==> config.mk <==
export PLATFORM = sky130hd
export DESIGN_NAME = register_file
export DESIGN_NICKNAME = d
export VERILOG_FILES = /design/src/rtl/register_file.sv
export SDC_FILE = /design/constraint.sdc
export NUM_CORES = 2
export LEC_CHECK = 0
export CAP_MARGIN = 20
export CORE_ASPECT_RATIO = 1.4
export CORE_MARGIN = 5
export CORE_UTILIZATION = 30
export DETAILED_ROUTE_END_ITERATION = 10
export HOLD_SLACK_MARGIN = 0.08
export PLACE_DENSITY = 0.5
export SYNTH_ARGS = -nofsm -noshare
export SYNTH_HDL_FRONTEND = slang
export SYNTH_HIERARCHICAL = 1
export SYNTH_SLANG_ARGS = --single-unit
export TNS_END_PERCENT = 20
==> constraint.sdc <==
create_clock -name clk -period 3.8 [get_ports clk]
set_clock_uncertainty 0.15 [all_clocks]
set_input_delay 0.76 -clock clk [delete_from_list [all_inputs] [get_ports clk]]
set_output_delay 0.76 -clock clk [all_outputs]
set_load 0.005 [all_outputs]
==> src/rtl/register_file.sv <==
// 32-entry general-purpose register file: two combinational read ports with
// write-through bypass, one writeback port and a dedicated link-write port.

module register_file_cell #(
  parameter int DATA_W = 32
) (
  input  logic              clk,
  input  logic              rst_n,
  input  logic              ld,
  input  logic [DATA_W-1:0] d,
  output logic [DATA_W-1:0] q
);
  always_ff @(posedge clk or negedge rst_n) begin
    if (!rst_n)  q <= '0;
    else if (ld) q <= d;
  end
endmodule

module register_file #(
  parameter int DATA_W   = 32,
  parameter int ADDR_W   = 5,
  parameter int LINK_REG = 31
) (
  input  logic              clk,
  input  logic              rst_n,
  input  logic [ADDR_W-1:0] rs_addr,
  input  logic [ADDR_W-1:0] rt_addr,
  output logic [DATA_W-1:0] rs_data,
  output logic [DATA_W-1:0] rt_data,
  input  logic              wr_en,
  input  logic [ADDR_W-1:0] wr_addr,
  input  logic [DATA_W-1:0] wr_data,
  input  logic              link_en,
  input  logic [DATA_W-1:0] link_data
);
  localparam int                NUM_REGS  = 1 << ADDR_W;
  localparam logic [ADDR_W-1:0] LINK_ADDR = ADDR_W'(LINK_REG);

  typedef struct packed {
    logic              en;
    logic [ADDR_W-1:0] addr;
    logic [DATA_W-1:0] data;
  } wr_req_t;

  wr_req_t wb_req, lk_req;
  logic [NUM_REGS-1:0][DATA_W-1:0] regs;
  logic [1:0][ADDR_W-1:0]          rd_addr;
  logic [1:0][DATA_W-1:0]          rd_data;

  // Writes to $0 are dropped at the request, so neither storage nor bypass sees them.
  assign wb_req = '{en: wr_en && (wr_addr != '0), addr: wr_addr, data: wr_data};
  assign lk_req = '{en: link_en && (LINK_ADDR != '0), addr: LINK_ADDR, data: link_data};

  assign regs[0] = '0;

  for (genvar gi = 1; gi < NUM_REGS; gi++) begin : g_reg
    logic              lk_hit, wb_hit;
    logic [DATA_W-1:0] d;
    assign lk_hit = lk_req.en && (lk_req.addr == ADDR_W'(gi));
    assign wb_hit = wb_req.en && (wb_req.addr == ADDR_W'(gi));
    // Link wins a collision on the same register.
    assign d      = lk_hit ? lk_req.data : wb_req.data;

    register_file_cell #(.DATA_W(DATA_W)) u_cell (
      .clk   (clk),
      .rst_n (rst_n),
      .ld    (lk_hit | wb_hit),
      .d     (d),
      .q     (regs[gi])
    );
  end

  assign rd_addr[0] = rs_addr;
  assign rd_addr[1] = rt_addr;
  assign rs_data    = rd_data[0];
  assign rt_data    = rd_data[1];

  for (genvar gp = 0; gp < 2; gp++) begin : g_rd
    always_comb begin
      rd_data[gp] = regs[rd_addr[gp]];
      if (wb_req.en && (rd_addr[gp] == wb_req.addr)) rd_data[gp] = wb_req.data;
      if (lk_req.en && (rd_addr[gp] == lk_req.addr)) rd_data[gp] = lk_req.data;
      if (!rst_n || (rd_addr[gp] == '0))             rd_data[gp] = '0;
    end
  end
endmodule
== Word-level counts from Yosys, hierarchy flattened ==
Index checks and enable logic that the tools add are counted.
Word-level totals
  word-level logic and storage cells: 122
  output and inout bits: 64
  input port bits: 83
  bits in registers: 992
Operators by class
  muxes and demuxes: 11
  magnitude comparators: 2
  reductions and logical operators: 42
  bitwise gates (word level): 1
  equality and inequality tests: 35
Operators by type and width (number)
  $bmux W32 S5: 2
  $mux W32: 9
  $eq A5 B5 Y1 const B: 18
  $eq A5 B4 Y1 const B: 8
  $logic_and A1 B1 Y1: 36
  $eq A5 B3 Y1 const B: 4
  $lt A5 B6 Y1 const B: 2
  $eq A5 B2 Y1 const B: 2
  $eq A5 B5 Y1: 2
  $logic_not A5 Y1: 2
  $eq A5 B1 Y1 const B: 1
  $reduce_bool A5 Y1: 1
  $logic_or A1 B1 Y1: 2
  $logic_not A1 Y1: 1
  $or A1 B1 Y1: 1

== Logic depth before layout (Yosys ltp) ==
  depth in word-level cells: 6
  depth in mapped cells: 10
  depth with buffers taken out: 5

== Cells and area by module ==
The synthesis kept the hierarchy.
By module, submodules not included
  register_file_cell: cells an instance 68, area each 1345.0 um^2, instances 31, seq. area each 800.8 um^2
  register_file: cells an instance 1408, area each 17624.4 um^2, instances 1, seq. area each 0.0 um^2

== Worst setup path before layout ==
No wires, ideal clock.
  kind: input to output
  from: input port rs_addr[1]
  to: output port rs_data[21]
  path buffers: 2
  arrival time: 2.522 ns
  stages on the path: 7
  setup slack: 0.368 ns
  required time: 2.890 ns
  cell sequence: buf_2 clkbuf_1 mux2_2 a221o_1 a221oi_1 a2111oi_0 a221o_1
On the way
  longest elaborated chain between the ends: 5
  elaborated cells between the ends (all ways): 11
  classes of those cells: eq/ne (2); mux (5); reduce/logical (4)
Ends and longest elaborated chain
  start, declared: RTL line 26  | input logic [ADDR_W-1:0] rs_addr,
  $bmux W32 S5 or $eq A5 B5 Y1 (tied branches): RTL line 80, 81
  $mux W32 (not written as such) or $logic_and A1 B1 Y1 (tied branches): RTL line 80, 81
  $mux W32: RTL line 81  | if (wb_req.en && (rd_addr[gp] == wb_req.addr)) rd_data[gp] = wb_req.data;
  $mux W32: RTL line 82  | if (lk_req.en && (rd_addr[gp] == lk_req.addr)) rd_data[gp] = lk_req.data;
  $mux W32 *: RTL line 83  | if (!rst_n || (rd_addr[gp] == '0)) rd_data[gp] = '0;
  end, declared: RTL line 28  | output logic [DATA_W-1:0] rs_data,
Every way passes the cells marked *; elsewhere a longest branch is shown, timed or not. The select of a mux whose other input is x is not followed.

== Worst setup path after layout ==
  from: input port rs_addr[0]
  to: output port rs_data[3]
Same word-level chain as after synthesis.

==> impl_table.tex <==
\begin{tabular}{lr}
\hline
Metric & Value \\
\hline
\multicolumn{2}{l}{\textbf{Placed design}} \\
\quad GPL Wtd Cong & 0.8330 \\
\quad Worst Setup Slack post-DPL & -1.441 ns \\
\quad Dpl hpwl & 145,200 µm \\
\quad Quantity of I/O buffers inserted on ports & 146 \\
\quad Placed Cells incl. Taps & 6,528 \\
\multicolumn{2}{l}{\textbf{Synth}} \\
\quad Average cell area after synthesis & 16.87 µm² \\
\quad Post-Syn Nets & 3,599 \\
\quad Post-synthesis cell type count & 50 \\
\quad EDFF count, synth & 0 \\
\quad Async SR Flop Fraction & 100.0\% \\
\quad Sequential share of the synthesized area & 41.85\% \\
\quad Synthesized area & 59,320 µm² \\
\quad Flops \& latches, synth & 992 \\
\quad Most used flip-flop cell after synthesis & sky130\_fd\_sc\_hd\_\_dfrtp\_1 \\
\quad Number of synthesis warnings & 6 \\
\quad Number of standard cells after synthesis & 3,516 \\
\multicolumn{2}{l}{\textbf{Layout}} \\
\quad Filler-free cell count of the finished design & 6,856 \\
\quad Largest regs & g.u\_cell/q (992) \\
\quad Fin nets & 4,199 \\
\quad Area taken by flip-flops and latches & 24,830 µm² \\
\quad Top library cells by usage in the layout, fill and taps aside & sky130\_fd\_sc\_hd\_\_dfrtp\_1, sky130\_fd\_sc\_hd\_\_mux2\_4, sky130\_fd\_sc\_hd\_\_buf\_4 \\
\quad Layout overhead on the synthesized area & 24.66\% \\
\quad Number of fillers in the final layout & 18,590 \\
\quad Layout cell share with drive strength beyond 1 & 66.26\% \\
\quad Total area of multi-input combinational cells & 32,980 µm² \\
\quad Largest Register & g.u\_cell/q \\
\quad Leading cell type in the layout, fill and taps excluded & sky130\_fd\_sc\_hd\_\_dfrtp\_1 \\
\quad Max FFs per register & 992 \\
\multicolumn{2}{l}{\textbf{GRT}} \\
\quad Met2 global-route usage & 34.72\% \\
\quad Wire length of the first global-routing pass & 322,400 µm \\
\quad Antenna violations before repair & 9 \\
\quad Met3 usage in global routing & 3.548\% \\
\quad GRT busiest layer & met2 \\
\quad Overflow after GRT & 0 \\
\quad Global routing usage on met1 & 29.46\% \\
\quad GRT Overall Usage & 21.48\% \\
\quad Maximum number of pins on one net before global-route repair & 152 \\
\quad Number of global-route vias before repair & 40,810 \\
\multicolumn{2}{l}{\textbf{Floorplanning}} \\
\quad Initial cell density of the core & 30.10\% \\
\quad Core Box Area & 197,000 µm² \\
\quad Number of top-level design ports & 147 \\
\quad Floorplan die area & 206,900 µm² \\
\quad Standard-cell rows & 193 \\
\quad Horizontal extent of the die & 385.8 µm \\
\quad Height of the die & 536.1 µm \\
\multicolumn{2}{l}{\textbf{Pwr}} \\
\quad Leakage & 31.68 nW \\
\quad Maximum ir drop on the vdd rail & 0.3859 mV \\
\quad Power density over the cells & 486.3 nW/µm² \\
\quad Post-route total power & 35.96 mW \\
\multicolumn{2}{l}{\textbf{Timing}} \\
\quad Unrepaired setup endpoints after global routing & yes \\
\quad Number of failing hold endpoints at the final stage & 0 \\
\quad Count of endpoints failing setup in the final report & 33 \\
\quad Achievable Freq & 250.9 MHz \\
\quad Final critical delay including setup and external delays & 3.986 ns \\
\quad Worst slew slack as a fraction of its limit & 34.62\% \\
\quad Post-route setup TNS & -2.407 ns \\
\quad Setup WS post-layout & -0.1859 ns \\
\quad Number of pins exceeding their max-slew limit in the final report & 0 \\
\quad Final period utilization & 104.9\% \\
\quad Tightest Pin Transition & 0.9807 ns \\
\multicolumn{2}{l}{\textbf{Routing}} \\
\quad Via density per instance & 5.545 \\
\quad First drt pass iteration count & 5 \\
\quad Total DRC errors in the routed layout & 0 \\
\quad Via count & 38,010 \\
\quad Post-detailed-route count of antenna-violating nets & 0 \\
\quad Post-Route WL & 226,400 µm \\
\quad Iteration-0 DRC count of the detailed router & 3,101 \\
\quad Routed length per instance & 33.03 µm \\
\multicolumn{2}{l}{\textbf{Critical path}} \\
\quad Largest stage delay on the critical path & 0.47 ns \\
\quad Crit. End Element & primary output \\
\quad Setup slack, reg-to-reg & 2.72 ns \\
\quad CP Buf/Inv Count & 5 \\
\quad Depth of the most critical reg-to-reg path & 2 \\
\quad Data required time of the worst path & 2.89 ns \\
\quad Reg2Reg Capture Point & g\_reg[13].u\_cell/q[22] \\
\quad Startpoint of the worst-slack reg-to-reg timing path & g\_reg[13].u\_cell/q[22] \\
\quad Arrival time reported for the critical path endpoint & 3.08 ns \\
\quad Slowest stage cell on the critical path & sky130\_fd\_sc\_hd\_\_mux4\_2 \\
\quad Highest net fanout along the worst path & 8 \\
\quad Setup Crit Path Kind & primary input to primary output \\
\quad Crit path max-delay family & buffers and inverters \\
\quad Startpoint class of the critical path & primary input \\
\quad Sequence of cells on the critical path & buf\_16 > buf\_16 > buf\_4 > mux4\_2 > mux2\_4 > a221oi\_2 > buf\_4 > a2111oi\_2 > a221o\_2 > buf\_6 \\
\multicolumn{2}{l}{\textbf{Worst hold path}} \\
\quad Class of the tightest hold or removal check & flop to flop \\
\quad Hold Crit Start & g\_reg[12].u\_cell/q[31] \\
\quad Cell count of the worst hold path & 1 \\
\quad Capture endpoint of the worst hold path & g\_reg[12].u\_cell/q[31] \\
\multicolumn{2}{l}{\textbf{Clock network}} \\
\quad Post-CTS clock slew at the launch and capture registers of the worst setup and hold paths & 0.06 ns \\
\quad Sinks on the clock net & 992 \\
\quad H-Tree Level Count & 3 \\
\quad Library cell used as clock root buffer & sky130\_fd\_sc\_hd\_\_clkbuf\_16 \\
\quad Buffers from clock root to sink, at most & 3 \\
\quad Worst-skew pair later-pin latency & 0.76 ns \\
\quad TritonCTS clock tree & done \\
\quad Total clock buffers created by CTS & 120 \\
\multicolumn{2}{l}{\textbf{Outcome}} \\
\quad Result of the run & finished, violations left \\
\quad Failing checks & setup timing \\
\multicolumn{2}{l}{\textbf{Job}} \\
\quad Max-cap viol count & 0 \\
\hline
\end{tabular}
==> cells in the mapped netlist (3+ instances only) <==
cell	n	share of area (%)
sky130_fd_sc_hd__mux4_2	420	16
sky130_fd_sc_hd__a221o_1	91	1.5
sky130_fd_sc_hd__clkbuf_1	102	0.65
sky130_fd_sc_hd__a22o_1	3	0.044
sky130_fd_sc_hd__o221ai_1	33	0.49
sky130_fd_sc_hd__a2111oi_0	30	0.44
sky130_fd_sc_hd__buf_2	75	0.63
sky130_fd_sc_hd__buf_4	21	0.27
sky130_fd_sc_hd__dfrtp_1	992	42
sky130_fd_sc_hd__buf_8	4	0.10
sky130_fd_sc_hd__a22oi_1	33	0.42
sky130_fd_sc_hd__o31ai_1	32	0.40
sky130_fd_sc_hd__a221oi_1	38	0.56
sky130_fd_sc_hd__nor2b_1	5	0.053
sky130_fd_sc_hd__mux2i_1	94	1.6
sky130_fd_sc_hd__nand3_1	8	0.067
sky130_fd_sc_hd__mux2_2	281	5.3
sky130_fd_sc_hd__nor2_1	34	0.22
sky130_fd_sc_hd__buf_12	93	3.1
sky130_fd_sc_hd__nor3_1	8	0.067
sky130_fd_sc_hd__nand2b_1	7	0.074
sky130_fd_sc_hd__buf_6	39	0.74
sky130_fd_sc_hd__a21oi_1	3	0.025
sky130_fd_sc_hd__mux2_4	930	24
sky130_fd_sc_hd__buf_1	8	0.051
sky130_fd_sc_hd__xnor2_1	10	0.15
sky130_fd_sc_hd__o22ai_1	62	0.65
sky130_fd_sc_hd__nand2_1	8	0.051
sky130_fd_sc_hd__a221oi_2	22	0.56
==> area by class of cell <==
| class | count | area share, % |
|---|---|---|
| multi-input combinational | 2182 | 44.60 |
| clock buffer | 185 | 5.000 |
| clock inverter | 39 | 0.6836 |
| antenna | 6 | 0.02030 |
| sequential | 992 | 33.57 |
| tap | 2632 | 4.453 |
| timing repair buffer | 820 | 11.67 |
==> per-stage QoR <==
stage          hold WS, ns  util [%]  instance area (µm²)
3_5_place_dp        0.3593     34.01                67010
5_1_grt             0.3910     37.52                73940
3_3_place_gp        0.3567     34.00                66990
4_1_cts             0.3784     37.32                73540
6_report            0.3779     37.53                73950
2_1_floorplan       0.3144         -                59320
==> where the power goes <==
group / total, mW / leakage, nW / internal (mW) / switching [mW]
logic: 9.33 / 17.0 / 5.92 / 3.40
clock network: 12.3 / 2.08 / 7.24 / 5.02
registers: 14.4 / 12.6 / 12.6 / 1.75
==> cells by family (layout without fill, tap and decap cells) <==
family / after synthesis / count (layout) / share of synthesized area [%]
multiplexers: 1725 / 1725 / 46.40
flip-flops: 992 / 992 / 41.85
AO/OA/AOI/OAI: 360 / 360 / 5.288
buffers and inverters: 342 / 1044 / 5.575
AND/OR/NAND/NOR: 87 / 87 / 0.7382
XOR/XNOR: 10 / 10 / 0.1476
other: 0 / 6 / 0
==> layer usage <==
layer / part of all wire (%) / wire [µm]
met3: 6.0 / 13680
met5: 0 / 0
met4: 3.4 / 7731
met1: 43 / 98080
met2: 47 / 106900
==> repair_timing <==
item	in CTS	in global routing
gates resized for setup	487	90
buffers inserted	86	22
endpoints found under the hold margin	81	0
hold buffers	1	0
setup endpoints to repair	64	61
gates cloned	9	1
pin swaps	49	40
==> how the worst max path moves through the flow <==
stage,startpoint,endpoint,slack [ns],depth (start not counted)
final,rs_addr[0],rs_data[3],-0.19,10
after detailed placement,wr_addr[0],rs_data[19],-1.44,10
after global routing,g_reg[12].u_cell/q[5],rs_data[5],-0.24,8
after floorplan,rs_addr[1],rs_data[21],0.37,7
after global placement,wr_addr[4],rs_data[2],-1.52,9
after CTS,g_reg[11].u_cell/q[5],rs_data[5],-0.21,8
==> worst register-to-register path, delay by kind of cell, from the launching register on <==
kind                   cells  cell delay, ns
DFF                        1            0.40
muxes                      1            0.26
buffers and inverters      1            0.15
Note: power is estimated with default switching activity, not from simulation.
